File: src/rtl/mem_arb_pkg.sv
// Shared definitions for the two-requester memory arbiter: FSM encoding,
// default geometry and requester indices.
package mem_arb_pkg;

    typedef enum logic [1:0] {
        IDLE   = 2'b00,
        ACCESS = 2'b01,
        RESP   = 2'b10
    } state_t;

    localparam int DW_DEF    = 8;
    localparam int AW_DEF    = 4;
    localparam int DEPTH_DEF = 16;

    localparam logic REQ0 = 1'b0;
    localparam logic REQ1 = 1'b1;

endpackage

File: src/rtl/mem_array.sv
// DEPTH x DW register-file storage: synchronous write, registered read,
// no reset on the array or its read register.
module mem_array #(
    parameter int DW    = 8,
    parameter int AW    = 4,
    parameter int DEPTH = 16
) (
    input  logic          clk,
    input  logic          we,
    input  logic [AW-1:0] addr,
    input  logic [DW-1:0] wdata,
    output logic [DW-1:0] rdata
);

    logic [DW-1:0] mem [DEPTH];

    // NOTE: storage has no reset; contents are undefined until written.
    always_ff @(posedge clk) begin
        if (we) begin
            mem[addr] <= wdata;
        end
        rdata <= mem[addr];
    end

endmodule

File: src/rtl/mem_arb_ctrl.sv
// Round-robin arbiter serialising two requesters onto one mem_array.
// Optional grant counters gcnt0/gcnt1 are built when MEM_ARB_GRANT_CNT_EN is defined.
module mem_arb_ctrl
    import mem_arb_pkg::*;
#(
    parameter int DW    = DW_DEF,
    parameter int AW    = AW_DEF,
    parameter int DEPTH = DEPTH_DEF
) (
    input  logic          clk,
    input  logic          rst,
    input  logic          req0,
    input  logic          we0,
    input  logic [AW-1:0] addr0,
    input  logic [DW-1:0] wdata0,
    output logic          gnt0,
    output logic          rvalid0,
    input  logic          req1,
    input  logic          we1,
    input  logic [AW-1:0] addr1,
    input  logic [DW-1:0] wdata1,
    output logic          gnt1,
    output logic          rvalid1,
    output logic [DW-1:0] rdata,
    output logic          busy
`ifdef MEM_ARB_GRANT_CNT_EN
    ,
    output logic [7:0]    gcnt0,
    output logic [7:0]    gcnt1
`endif
);

    state_t        state;
    logic          last_winner;
    logic          winner_q;
    logic          we_q;
    logic [AW-1:0] addr_q;
    logic [DW-1:0] wdata_q;
    logic          pick;
    logic          mem_we;
    logic [AW-1:0] mem_addr;
    logic [DW-1:0] mem_rdata;

    // NOTE: give every always_comb output a default first so no latch is inferred.
    always_comb begin
        pick = REQ0;
        if (req1 && (!req0 || last_winner == REQ0)) begin
            pick = REQ1;
        end
    end

    // The array is addressed by the candidate in IDLE so its registered read
    // is ready during ACCESS; afterwards the latched address holds it steady.
    assign mem_addr = (state == IDLE) ? ((pick == REQ1) ? addr1 : addr0) : addr_q;
    // Decoded from the state register, so an async reset kills the write before the edge.
    assign mem_we   = (state == ACCESS) && we_q;

    mem_array #(
        .DW   (DW),
        .AW   (AW),
        .DEPTH(DEPTH)
    ) u_mem (
        .clk  (clk),
        .we   (mem_we),
        .addr (mem_addr),
        .wdata(wdata_q),
        .rdata(mem_rdata)
    );

    // NOTE: sequential state uses non-blocking assignments only.
    always_ff @(posedge clk or posedge rst) begin
        if (rst) begin
            state       <= IDLE;
            last_winner <= REQ1;
            winner_q    <= REQ0;
            we_q        <= 1'b0;
            addr_q      <= '0;
            wdata_q     <= '0;
            gnt0        <= 1'b0;
            gnt1        <= 1'b0;
            rvalid0     <= 1'b0;
            rvalid1     <= 1'b0;
            rdata       <= '0;
            busy        <= 1'b0;
        end else begin
            case (state)
                IDLE: begin
                    if (req0 || req1) begin
                        winner_q    <= pick;
                        last_winner <= pick;
                        we_q        <= (pick == REQ1) ? we1    : we0;
                        addr_q      <= (pick == REQ1) ? addr1  : addr0;
                        wdata_q     <= (pick == REQ1) ? wdata1 : wdata0;
                        gnt0        <= (pick == REQ0);
                        gnt1        <= (pick == REQ1);
                        busy        <= 1'b1;
                        state       <= ACCESS;
                    end
                end
                ACCESS: begin
                    gnt0 <= 1'b0;
                    gnt1 <= 1'b0;
                    if (!we_q) begin
                        rdata   <= mem_rdata;
                        rvalid0 <= (winner_q == REQ0);
                        rvalid1 <= (winner_q == REQ1);
                    end
                    state <= RESP;
                end
                RESP: begin
                    rvalid0 <= 1'b0;
                    rvalid1 <= 1'b0;
                    busy    <= 1'b0;
                    state   <= IDLE;
                end
                default: state <= IDLE;
            endcase
        end
    end

`ifdef MEM_ARB_GRANT_CNT_EN
    always_ff @(posedge clk or posedge rst) begin
        if (rst) begin
            gcnt0 <= '0;
            gcnt1 <= '0;
        end else begin
            if (gnt0 && gcnt0 != 8'hFF) gcnt0 <= gcnt0 + 8'd1;
            if (gnt1 && gcnt1 != 8'hFF) gcnt1 <= gcnt1 + 8'd1;
        end
    end
`endif

endmodule
File: config.mk
export PLATFORM = sky130hd
export DESIGN_NAME = mem_arb_ctrl
export DESIGN_NICKNAME = d
export VERILOG_FILES = /design/src/rtl/mem_arb_pkg.sv /design/src/rtl/mem_array.sv /design/src/rtl/mem_arb_ctrl.sv
export SDC_FILE = /design/constraint.sdc
export NUM_CORES = 1
export LEC_CHECK = 0
export CORE_ASPECT_RATIO = 1.4
export CORE_MARGIN = 2
export CORE_UTILIZATION = 35
export DETAILED_ROUTE_END_ITERATION = 8
export SYNTH_ARGS = -nofsm -noshare
export SYNTH_HDL_FRONTEND = slang
export SYNTH_HIERARCHICAL = 1
export SYNTH_SLANG_ARGS = --single-unit
File: constraint.sdc
create_clock -name clk -period 2.9 [get_ports clk]
set_clock_uncertainty 0.05 [all_clocks]
set_input_delay 0.29 -clock clk [delete_from_list [all_inputs] [get_ports clk]]
set_output_delay 0.29 -clock clk [all_outputs]
set_load 0.01 [all_outputs]
==> Yosys cells after proc, flatten, opt, wreduce, memory -nomap -nowiden <==
Memory sizes are Yosys's and may differ from the RTL's. A register that Yosys moved wholly into a read port is not among the register bits.
Index checks and enable logic that the tools add are counted.
{ "classes": {"bitwise": 4, "n_eq_ne": 4, "reduce_logical": 14, "muxes": 19} }
{ "ops": {"columns": ["op", "count"], "rows": [
  ["case mux 1 bit (2 select lines)", 5],
  ["AND reduction 2 bit", 5],
  ["two-way mux 1 bit", 9],
  ["two-way mux 4 bit", 2],
  ["two-way mux 8 bit", 1],
  ["nonzero test 2 bit", 3],
  ["inverter 1 bit", 4],
  ["case mux 2 bit (2 select lines)", 1],
  ["equality test 2 x 1 -> 1 bit (second input constant)", 1],
  ["equality test 2 bit (second input constant)", 1],
  ["logical AND 1 bit", 2],
  ["zero test 2 bit", 1],
  ["logical OR 1 bit", 2],
  ["two-way mux 2 bit", 1],
  ["!= test 2 x 1 -> 1 bit (second input constant)", 1],
  ["!= test 2 bit (second input constant)", 1],
  ["zero test 1 bit", 1]
]} }
{ "totals": {"mem_bits_rw": 128, "input_bits": 30, "regBits": 30, "memories": 1, "out_inout_bits": 13} }
{ "memory_table": {"columns": ["name", "depth", "width", "rd", "rd_ports_with_merged_regs", "wr", "line_no", "source"], "rows": [
  ["u_mem.mem", 16, 8, 1, 1, 1, "mem_array.sv:15", "logic [DW-1:0] mem [DEPTH];"]
]} }

==> Longest topological paths before layout <==
Gate-level depths: netlist of run 1.
{ "depth": {"word_depth": 7, "mapped_depth": 9, "mapped_depth_nobuf": 6} }

==> Modules after synthesis <==
Netlist of run 1, hierarchy kept.
{ "modules_own_cells": {"columns": ["mod", "cells_each", "area_each_um2", "n_inst", "seq_area_each_um2"], "rows": [
  ["mem_array", 230, 5067.4, 1, 4003.8],
  ["mem_arb_ctrl", 136, 1375.1, 1, 752.0]
]} }

==> Worst setup path after synthesis of run 1 <==
OpenSTA, ideal clock, no wires.
{ "synth_path": {"kind": "register to register", "from": "register state[0]", "to": "memory u_mem.mem[0][0], enable pin", "stages_incl_launch_ff": 6, "slack_ns": 0.168, "synth_period_minus_slack_ns": 2.732, "required_time_ns": 2.467, "arrival_ns": 2.299, "path_cell_list": "dfrtp_1 nor2_2 clkbuf_1 a31oi_1 or3b_2 nor3_1"} }
{ "synth_lines": {"columns": ["element", "line_no", "source"], "rows": [
  ["start, declared", "mem_arb_ctrl.sv:33", "state_t state;"],
  ["start signal, assigned", "mem_arb_ctrl.sv:73", "state <= IDLE;"],
  ["start signal, assigned", "mem_arb_ctrl.sv:97", "state <= ACCESS;"],
  ["start signal, assigned", "mem_arb_ctrl.sv:108", "state <= RESP;"],
  ["zero test 2 bit", "mem_arb_ctrl.sv:54", "assign mem_addr = (state == IDLE) ? ((pick == REQ1) ? addr1 : addr0) : addr_q;"],
  ["two-way mux 4 bit", "mem_arb_ctrl.sv:54", null],
  ["via mem_addr[2]", "mem_arb_ctrl.sv:41", "logic [AW-1:0] mem_addr;"],
  ["end, declared", "mem_array.sv:15", null]
]} }
The timed path passes the listed nets, and every way through them passes these cells.

==> Final worst setup path of run 1 <==
{ "layout_path": {"from": "register last_winner", "to": "register u_mem.rdata[0] (read register of u_mem.mem)"} }
{ "layout_via": {"elab_chain_cells": 6} }
{ "layout_rtl": {"columns": ["element", "line_no", "source"], "rows": [
  ["start, declared", "mem_arb_ctrl.sv:34", "logic last_winner;"],
  ["start signal, assigned", "mem_arb_ctrl.sv:90", "last_winner <= pick;"],
  ["inverter 1 bit", "mem_arb_ctrl.sv:47", "if (req1 && (!req0 || last_winner == REQ0)) begin"],
  ["logical OR 1 bit", "mem_arb_ctrl.sv:47", null],
  ["logical AND 1 bit", "mem_arb_ctrl.sv:47", null],
  ["two-way mux 1 bit", "mem_arb_ctrl.sv:47", null],
  ["two-way mux 4 bit (2 in series)", "mem_arb_ctrl.sv:54", null],
  ["via mem_addr[0]", "mem_arb_ctrl.sv:41", null],
  ["end, declared", "mem_array.sv:12", "output logic [DW-1:0] rdata"]
]} }
The timed path passes the listed nets, and every way through them passes these cells.
A chain may end at the register's enable or synchronous reset.

==> run metrics, run 1 <==
die area 19,500 um^2; worst-margin pin slew 0.751 ns; CTS tree built; grt ovf 0; status complete, no violations; Resize count post-CTS 0; top_reg_cell synth edfxtp_1; Post-Synthesis Cells 366; share of cells above drive strength 1 0.245; setup TNS 0 ns; Reg2Reg Depth 7; FF-to-FF End u_mem/rdata[0]; Buf/Inv on CP 1; CTS Buf Count 17; routed len/inst 18.6 um; Seq/Total Area, Yosys 0.738; Crit. path cell count 7; PD cells 1080 nW/um^2; RePlAce Congestion 0.768; via count 3,439; post-CTS setup repair buffer count 0; clock-pin slew of the registers on the worst-case setup and hold paths 0.06 ns; worst path cell trace a21bo_2 > nand2_1 > a31oi_4 > buf_12 > mux4_2 > a22oi_1 > nand2_1; Post-synth EDFFs 128; top cell type's share of synthesized area 0.597; Final Setup Violations 0; Critical Path AT 2.79 ns; pin count of the biggest net entering global routing 38; Syn Area/Cell 17.6 um^2; Rows 58; Post-DP Area 7360 um^2; Synth area leaders edfxtp_1 60%, dfrtp_1 11%, mux4_2 11%; total global-route track usage 0.141; CP Capture Point u_mem/rdata[0]; root buffer selected by CTS clkbuf_16; delay of the slowest cell on the worst path 0.55 ns; CTS HTree Levels 4; r2r setup slk 0.37 ns; port bufs 42; crit path kind register to register; Max Buffers Root-to-Sink 2; Hold Vio Cnt, Final 0; Reg2Reg Launch Point last_winner; Clock Latency Late Sink 0.42 ns; Layout area overhead 22.4%; # clock sinks 166; final instance area 7890 um^2; crit start category register; Final Critical Period 2.53 ns; max-cap violations 0; worst setup path startpoint last_winner; CP max FO 22; commonest cells in the netlist 128 x edfxtp_1, 37 x nand2_1, 32 x mux4_2; Fmax 0.395 GHz; initial core utilization 0.358; Cell variety after synth 36; cell taking the most area after synthesis edfxtp_1; Iteration-0 DRC Markers 252; number of remaining DRC errors 0; FF+latch count, synth 166; Tot Pwr 0.00853 W; fraction of registers with async set/reset 0.181; fin crit share 0.874; most frequent cell after synthesis edfxtp_1; antenna cells 0; Max IR drop VDD 0.000570 V; first-pass GRT wire length 20.4 mm; initial antenna violation count 0; CP required 3.16 ns; hpwl dp 9.09 mm; Die W 119 um; CP delay by family, top compound AO/OA/AOI/OAI gates; Max Slew Vio Count 0; Yosys Warn Count 6; Vias/cell 4.96; crit end category register; Leakage 2.71 nW; Syn Nets 396; core area 18,000 um^2; mapped cell area 6440 um^2; wirelength, routed 12.9 mm; RSZ-0062 raised after global routing false; Most common cell on crit path nand2_1; vias in the first global route 3,680; worst min-delay path class input pin to async pin; die height 165 um; Slowest-stage cell, CP dfstp_2; io pins 43; first-pass iteration count of the detailed router 4; cts hold-fix bufs 0; ANT nets after route 0; fin nets 470; Rel. slew slack 0.499
worst reg2reg max path, delay by kind of cell, from the launching register on:
family	cells	cell delay, ns
compound gates	3	0.80
buf+inv	1	0.24
flops	1	0.55
mux	1	0.55
simple gates	2	0.23
area by class of cell:
cell class / instances / area [um^2]
Sequential cell: 166 / 4760
Tap cell: 240 / 300
Multi-Input combinational cell: 177 / 1580
Clock buffer: 17 / 425
Timing Repair Buffer: 75 / 706
Inverter: 3 / 11.3
Fill cell: 1620 / 10100
Clock inverter: 15 / 104
layout by cell type (no fill, tap or decap), drive strengths merged, types with 4 or more instances in the layout:
cell type and n:
nor3 4, mux2 8, edfxtp 128, clkbuf 17, a31oi 17, a22oi 16
clkinv 9, inv 7, a21oi 15, nor2b 4, nand2 37, buf 33
nor2 19, dfxtp 8, o21ai 4, mux4 32, clkdlybuf4s50 42, dfrtp 29
layer usage:
| metal | part of all wire | wire length [um] | GRT usage |
|---|---|---|---|
| met1 | 0.39 | 4960 | 0.152 |
| met5 | 0 | 0 | 0 |
| met4 | 0.028 | 361 | 0.0671 |
| met3 | 0.038 | 488 | 0.0294 |
| met2 | 0.55 | 7050 | 0.263 |
power breakdown:
part | switching [W] | internal (W)
Clock | 0.000904 | 0.00109
Combinational | 0.00143 | 0.00142
Sequential | 0.000448 | 0.00323
Total | 0.00278 | 0.00575
worst min-delay path by stage:
stage | cells after the start | start | slack (ns) | end
6_report | 2 | rst | 0.25 | busy
3_3_place_gp | 1 | u_mem/rdata[0] | 0.40 | rdata[0]
4_1_cts | 2 | rst | 0.26 | busy
3_5_place_dp | 1 | u_mem/rdata[0] | 0.40 | rdata[0]
5_1_grt | 2 | rst | 0.32 | busy
2_1_floorplan | 1 | rst | 0.33 | addr_q[0]
kinds of logic (layout without fill, tap and decap cells):
logic type | after synthesis | count (layout) | synth area share
AOI/OAI and AO/OA | 58 | 58 | 0.0577
buffers and inverters | 23 | 110 | 0.0208
DFF | 166 | 166 | 0.738
muxes | 42 | 42 | 0.129
and+or+nand+nor | 77 | 77 | 0.0544
through the flow:
| stage | hold slack (ns) | std cells | utilization | worst slack, ns |
|---|---|---|---|---|
| 6_report | 0.248 | 693 | 0.438 | 0.366 |
| 5_1_grt | 0.322 | 693 | 0.438 | 0.169 |
| 4_1_cts | 0.261 | 693 | 0.438 | 0.330 |
| 3_5_place_dp | 0.404 | 661 | 0.409 | 0.0933 |
| 3_3_place_gp | 0.396 | 661 | 0.409 | 0.158 |
| 2_1_floorplan | 0.330 | 366 | - | 0.168 |
registers in the layout, summed over array words and instances, names as in the netlist:
name         cells
u_mem/mem      128
rdata            8
u_mem/rdata      8
wdata_q          8
addr_q           4
state            2
busy             1
gnt0             1
gnt1             1
last_winner      1
rvalid0          1
rvalid1          1
we_q             1
winner_q         1
No activity file was read; power rests on OpenSTA's default activity.
==> run 2, diff against run 1 <==
CAP_MARGIN = 20   (was unset)
CORE_UTILIZATION = 45   (was 35)
clock period = 2.41 ns   (was 2.9 ns; I/O delays follow)
==> run 2 against run 1 <==
  * Total power is 36% higher
  * Critical path depth is 2 higher
  * Utilization is 17 points higher
  * Die area is 22% lower
  * Via count is 4.8% higher
  * Critical path type unchanged
==> run metrics, run 2 (synthesis gave the netlist of run 1 again) <==
status complete, no violations; RePlAce Congestion 0.770 (+0.21%); io pins 43 (unchanged); worst min-delay path class input pin to async pin; Vias/cell 5.43 (+9.4%); routed wl met3 428 um (-12%); setup TNS 0 ns (unchanged); die height 146 um (-12%); Iteration-0 DRC Markers 158 (-37%); initial antenna violation count 0 (unchanged); wirelength, routed 13.7 mm (+6.7%); number of remaining DRC errors 0 (unchanged); initial core utilization 0.461 (+0.103); die area 15,300 um^2 (-22%); max reg flops 128 (unchanged); Final Setup Violations 0 (unchanged); Rel. slew slack 0.525 (+0.0257); core area 14,000 um^2 (-22%); share of cells above drive strength 1 0.363 (+0.118); grt ovf 0 (unchanged); Reg2Reg Depth 9 (+2); routed len/inst 20.7 um (+11%); cts hold-fix bufs 0 (unchanged); Fmax 0.417 GHz (+5.8%); hpwl dp 9.15 mm (+0.65%); Max Buffers Root-to-Sink 2 (unchanged); Post-DP Area 7630 um^2 (+3.8%); crit start category register; final instance area 8450 um^2 (+7.1%); Die W 105 um (-11%); fin nets 496 (+5.5%); total global-route track usage 0.190 (+0.0489); RSZ-0062 raised after global routing true; Routed met2 length 7.51 mm (+6.5%); vias in the first global route 3,791 (+3.0%); pre-CTS setup slack -0.359 ns (-0.452 ns); # clock sinks 166 (unchanged); CTS HTree Levels 4 (unchanged); clock-pin slew of the registers on the worst-case setup and hold paths 0.06 ns (about the same); crit path kind register to register; crit end category register; port bufs 42 (unchanged); worst-margin pin slew 0.713 ns (-0.0378 ns); first-pass iteration count of the detailed router 4 (unchanged); Leakage 2.93 nW (+8.1%); Layout area overhead 31.1%; pin count of the biggest net entering global routing 31 (-18%); CP required 2.67 ns (-0.49 ns); Max IR drop VDD 0.000693 V (+22%); Reg with most FFs u_mem/mem; Max Slew Vio Count 0 (unchanged); Clock Latency Late Sink 0.42 ns (about the same); Critical Path AT 2.65 ns (-0.14 ns); CP max FO 6 (-73%); Worst Setup Slack, final 0.0140 ns (-0.352 ns); first-pass GRT wire length 21.3 mm (+4.6%); fin crit share 0.994 (+0.120); root buffer selected by CTS clkbuf_16; antenna cells 0 (unchanged); Met1 Routed Length 5.52 mm (+11%); most frequent cells in the layout 128 x edfxtp_1, 42 x clkdlybuf4s50_1, 37 x buf_4; CTS Buf Count 17 (unchanged); via count 3,605 (+4.8%); Final Critical Period 2.40 ns (-0.138 ns); DR top layer met4; ANT nets after route 0 (unchanged); Rows 51 (-12%); WHS 0.163 ns (-0.0850 ns); CTS tree built; PD cells 1380 nW/um^2 (+27%); Hold Vio Cnt, Final 0 (unchanged); max-cap violations 0 (unchanged); commonest non-fill, non-tap cell in the layout edfxtp_1
## run 2: cell count changes in the layout (fill, tap and decap cells not counted), sizes merged
cell / delta
clkinv: -3
clkbuf: +2
inv: +1
buf: +26
## run 2: routing by layer
| layer | global-route usage | up-vias |
|---|---|---|
| met5 | 0 | - |
| met3 | 0.0466 | 16 |
| met2 | 0.334 | 80 |
| met1 | 0.228 | 1867 |
| met4 | 0.0660 | 0 |
| li1 | - | 1642 |
## run 2: stage by stage
stage,instances,utilization,power [W]
floorplan,366,-,0.00671
detailed placement,623,0.546,0.00861
global placement,623,0.546,0.00853
finish,664,0.605,0.0116
CTS,657,0.593,0.0114
global route,664,0.605,0.0122
## run 2: power by group
part,internal [W],switching (W),total [W]
sequential,0.00389,0.000548,0.00444
clock,0.00139,0.00108,0.00247
combinational,0.00249,0.00223,0.00471
total,0.00776,0.00386,0.0116
## run 2: area by class of cell
| cell class | count | area [um^2] |
|---|---|---|
| inverters | 3 | 11.3 |
| flip-flops and latches | 166 | 4760 |
| clock inverters | 13 | 93.8 |
| clock buffers | 19 | 454 |
| repair buffers | 101 | 1110 |
| multi-input cells | 177 | 1790 |
| well taps | 185 | 231 |
| fillers | 1023 | 5530 |
## run 2: critical path: stages, from the launching register on
cell	delay, ns
dfstp_2	0.56
a21bo_4	0.17
nand2_4	0.06
a31oi_4	0.24
buf_12	0.17
buf_12	0.13
buf_4	0.11
mux4_2	0.50
a22oi_2	0.21
nand2_1	0.08
## run 2: worst paths after layout
kind | from | to | slack (ns)
min | rst | rvalid1 | 0.16
min in group clk | wdata0[0] | wdata_q[0] | 0.33
min reg2reg | u_mem/rdata[1] | rdata[1] | 0.41
max in group asynchronous | rst | last_winner | 1.82
max | last_winner | u_mem/rdata[2] | 0.01
max reg2reg | last_winner | u_mem/rdata[2] | 0.01
## run 2: timing repair
item | CTS | global route
pin swaps | 1 | 10
cloned | 1 | 0
setup buffers | 1 | 8
setup endpoints to repair | 46 | 95
gates resized for setup | 15 | 24
==> RTL change 1 (config.mk and constraints of run 2) <==
Add a define of `MEM_ARB_GRANT_CNT_EN`.
--- a/src/rtl/mem_arb_ctrl.sv
+++ b/src/rtl/mem_arb_ctrl.sv
@@ -2,2 +2,4 @@
 // Optional grant counters gcnt0/gcnt1 are built when MEM_ARB_GRANT_CNT_EN is defined.
+`define MEM_ARB_GRANT_CNT_EN
+
 module mem_arb_ctrl
Behaviour (old outputs only; new: gcnt0 and gcnt1): unchanged (equiv_simple and equiv_induct, registers matched by name and starting in step).
==> RTL change 1 against run 2 <==
- cell count is 11% higher
- worst hold slack improved by 0.038 ns
- critical path depth unchanged
- cell area increased by 9.8%
- sequential power is 11% higher
- via count up 12%
- total power up 7.0%
- routed wire length increased by 11%
- combinational power up 4.5%
- sequential cell count rose by 16
- area after synthesis rose by 12%
- setup slack better by 0.030 ns
- global-route usage fell by 0.35 points
==> RTL change 1: results (changes against run 2) <==
[detailed_routing]
wl_um=15280  ; was 13720 um
first_iter_violations=206  ; was 158
vias=4024  ; was 3605
dr.pass1.iters=4  ; unchanged

[place]
gp_congestion=0.7661  ; was 0.7695
placed_cells=695  ; was 623
hpwl_um=10590  ; was 9151 um
numPortBuffers=58  ; was 42

[logic_synthesis]
synthMuxAreaShare=0.1343  ; was 0.1290
synth_nets=439  ; was 396
synth_flop_cell=edfxtp_1  ; unchanged
synth.distinct_cells=49  ; was 36
syn_avg_cell_area_um2=17.65  ; was 17.60 um^2
yosysMostFrequentCell=edfxtp_1  ; unchanged
ys_seq_area_frac=0.7177  ; was 0.7382
ys_top_cells_by_area=edfxtp_1, dfrtp_1, mux4_2  ; unchanged
synthAdderAreaFrac=0.003483  ; was 0
ys_warn_count=6  ; unchanged
synth_common_cells=edfxtp_1, dfrtp_1, mux4_2  ; was edfxtp_1, nand2_1, mux4_2
synth_edf_count=128  ; unchanged
synth_xor_area_frac=0.003657  ; was 0
synth_compound_area_frac=0.06461  ; was 0.05768
synthArstFlopShare=0.2527  ; was 0.1807

[critical_path]
r2r.worst_path.cells=9  ; unchanged
critPathMaxFanout=10  ; was 6
crit_start=last_winner  ; unchanged
crit_arrival_ns=2.62  ; was 2.65 ns

[final_layout]
instances_no_fill=734  ; was 664
top_register=u_mem/mem  ; unchanged
nFillCells=1154  ; was 1023
finish.net_count=557  ; was 496
largest_register_ff_count=128  ; unchanged
drive_gt1_frac=0.3364  ; was 0.3633
antenna_cells=0  ; unchanged

[clock_tree]
htree_levels=4  ; unchanged
path_clk_slew_ns=0.07
root_buffer=clkbuf_16  ; unchanged
insertion_delay_ns=0.42  ; about the same
cts_inserted_buffers=17  ; unchanged
cts_max_path_buffers=2  ; unchanged

[timing]
tightest_slew_ns=0.7138  ; was 0.7130 ns
hold_viol=0  ; unchanged

[grt]
grt_pass1_wl_um=23690  ; was 21300 um
grt_use_total=0.1865  ; was 0.1900
grt_max_degree=35  ; was 31
antenna_found_initial=0  ; unchanged
grt_pass1_vias=4247  ; was 3791

[hold_path]
hold_class=in2async  ; unchanged

[pwr]
swShare=0.3301  ; was 0.3321
leakagePower_nw=3.354  ; was 2.928 nW
ir_drop_v=0.0007013  ; was 0.0006928 V

[outcome]
status=complete, no violations  ; unchanged

## RTL change 1: power by group through the flow
stage	registers (mW)	clock network, mW	logic (mW)
CTS	4.93	2.66	4.60
floorplan	4.78	0	2.71
finish	4.92	2.60	4.92
global route	5.02	2.80	5.27
detailed placement	4.99	0	4.43
global placement	4.95	0	4.38
## RTL change 1: layer usage
layer | up-vias | global-route usage | part of all wire
met1 | 2036 | 0.2158 | 0.39
met4 | 0 | 0.06607 | 0.017
li1 | 1872 | - | -
met2 | 97 | 0.3465 | 0.56
met3 | 19 | 0.03350 | 0.030
met5 | - | 0 | 0
## RTL change 1: logic make-up after synthesis
logic type / Yosys count
mux: 54
compound gates: 62
flops: 182
buf+inv: 23
simple gates: 81
xor+xnor: 3
fa+ha+maj: 2
## RTL change 1: worst max-delay path, stage by stage, from the launching register on
cell      delay [ns]
dfstp_2         0.55
a21boi_4        0.07
mux2i_1         0.13
buf_4           0.15
a21oi_4         0.16
buf_4           0.17
buf_12          0.14
mux4_2          0.51
a22oi_2         0.21
nand2_1         0.10
## RTL change 1: cell type report
cell class                 instances  area, um^2  area share
sequential                       182        5156      0.5558
multi-input combinational        202        2098      0.2262
timing repair buffer             116        1191      0.1284
clock buffer                      20       471.7     0.05085
tap                              196       245.2     0.02644
clock inverter                    12       91.34    0.009846
inverter                           6       22.52    0.002428
## RTL change 1: path summary, 6_finish.rpt
path	slack [ns]	end
hold reg to reg	0.42	rdata[4]
setup reg to reg	0.04	u_mem/rdata[6]
setup / recovery	0.04	u_mem/rdata[6]
hold / removal	0.20	gcnt0[3]
min in group clk	0.39	wdata_q[3]
max in group asynchronous	1.48	rdata[2]
## RTL change 1: timing repair
item,CTS,global route
buffers inserted,0,5
setup endpoints to repair,40,112
pin swaps,1,5
gates cloned,1,1
gates resized for setup,5,22
## RTL change 1: per-stage QoR
step	setup WS, ns	power [mW]	area (um^2)
after CTS	-0.002055	12.19	9119
after global routing	-0.05752	13.08	9276
after floorplan	-0.1562	7.487	7257
final	0.04414	12.44	9276
after detailed placement	-0.4280	9.417	8503
after global placement	-0.4032	9.336	8503
==> RTL change 2 (settings of run 2) <==
Made on the original files. Encoding of `state_t`: now one-hot (3 bits for 3 states).
--- a/src/rtl/mem_arb_pkg.sv
+++ b/src/rtl/mem_arb_pkg.sv
@@ -4,6 +4,6 @@
 
-    typedef enum logic [1:0] {
-        IDLE   = 2'b00,
-        ACCESS = 2'b01,
-        RESP   = 2'b10
+    typedef enum logic [2:0] {
+        IDLE   = 3'b001,
+        ACCESS = 3'b010,
+        RESP   = 3'b100
     } state_t;
Formal check against the unedited RTL: no difference found for any inputs over 4 cycles, from zero or initial values and one cycle with rst high; so few cycles prove little.
==> RTL change 2 against run 2 <==
- the run now ends with negative setup slack left
- via count increased by 1.1%
- cell area rose by 5.3%
- global-route usage is 0.58 points higher
- area after synthesis grew 1.1%
- fmax is 5.4% lower
- routed wire length rose by 3.6%
- sequential cell count grew 1
- sequential share of layout area fell by 2.5 points
- total power rose by 5.4%
- cell count up 1.4%
- synthesized cell count shrank 3.6%
- setup slack got worse by 0.14 ns
==> RTL change 2: results (changes against run 2) <==
[detailed_routing]
dr.pass1.iters=7  ; was 4
vias=3645  ; was 3605
wire_per_inst_um=21.13  ; was 20.66 um
first_iter_violations=190  ; was 158

[pwr]
swShare=0.3295  ; was 0.3321
p_seq_mw=4.33  ; was 4.44 mW
leakagePower_nw=3.086  ; was 2.928 nW
clockPowerShare=0.230  ; was 0.212
ir_drop_v=0.0007622  ; was 0.0006928 V

[critical_path]
timing.rr.end=u_mem/mem[2][7]  ; was u_mem/rdata[2]
crit_arrival_ns=2.61  ; was 2.65 ns
critPathMaxFanout=9  ; was 6
r2r-start=state[0]  ; was last_winner
critPathKind=reg2reg  ; unchanged
r2r.worst_path.cells=8  ; was 9

[final_layout]
instances_no_fill=673  ; was 664
finish.net_count=501  ; was 496
drive_gt1_frac=0.4401  ; was 0.3633
antenna_cells=0  ; unchanged
nFillCells=1057  ; was 1023

[place]
placed_cells=622  ; was 623
hpwl_um=9378  ; was 9151 um
gp_congestion=0.7756  ; was 0.7695

[logic_synthesis]
synth_compound_area_frac=0.06185  ; was 0.05768
syn_avg_cell_area_um2=18.45  ; was 17.60 um^2
synth_nets=383  ; was 396
synthArstFlopShare=0.1856  ; was 0.1807
ys_top_cells_by_area=edfxtp_1, dfrtp_1, mux4_2  ; unchanged
ys_seq_area_frac=0.7342  ; was 0.7382
synthMuxAreaShare=0.1245  ; was 0.1290

[timing]
finalSetupTns_ns=-6.155  ; was 0 ns
fmax_mhz=394.9  ; was 417.4 MHz
setup_viol=87  ; was 0
setup_ws_ns=-0.1225  ; was 0.01397 ns

[outcome]
violations=negative setup slack
status=finished with violations  ; was complete, no violations

[grt]
grt_pass1_wl_um=22190  ; was 21300 um
grt_use_total=0.1958  ; was 0.1900
grt_max_degree=32  ; was 31

RTL change 2: area by class of cell:
cell class / count / area share
flip-flops and latches: 167 / 0.5376
multi-input cells: 165 / 0.2180
repair buffers: 117 / 0.1473
clock buffers: 18 / 0.04825
well taps: 189 / 0.02659
clock inverters: 14 / 0.02096
inverters: 3 / 0.001266
RTL change 2: repair_timing:
item / 4_1_cts / 5_1_grt
setup endpoints to repair: 128 / 128
resized for setup: 26 / 14
cloned: 1 / 1
pin swaps: 14 / 10
setup buffers: 13 / 7
endpoints found under the hold margin: 0 / 0
RTL change 2: kinds of logic (layout without fill, tap and decap cells):
family,after synthesis,after routing
AND/OR/NAND/NOR,75,75
AO/OA/AOI/OAI,50,50
flip-flops,167,167
buffers and inverters,21,152
multiplexers,40,40
RTL change 2: through the flow:
stage               cell area, um^2  utilization  total power, mW  hold slack [ns]  setup WS (ns)
finish                         8895       0.6214            12.25           0.1750        -0.1225
detailed placement             7834       0.5473            8.669           0.3995        -0.2946
global route                   8895       0.6214            12.81           0.2173        -0.1926
floorplan                      6705            -            6.893           0.2610        -0.1300
CTS                            8792       0.6142            12.10           0.1836        -0.1520
global placement               7834       0.5473            8.601           0.3941        -0.2846
RTL change 2: critical path, cell delays in order, from the launching register on:
cell and delay [ns]:
dfstp_2 0.55, or3b_4 0.42, buf_8 0.17, a21oi_4 0.13, a21oi_4 0.09, or3b_4 0.44, buf_4 0.16, nor2_4 0.09
buf_12 0.13
RTL change 2: per-layer routing:
layer	global-route usage	vias up	wire, um
met5	0	-	0
met1	0.2403	1875	5726
li1	-	1662	-
met2	0.3481	91	7822
met3	0.03661	17	449
met4	0.06513	0	222
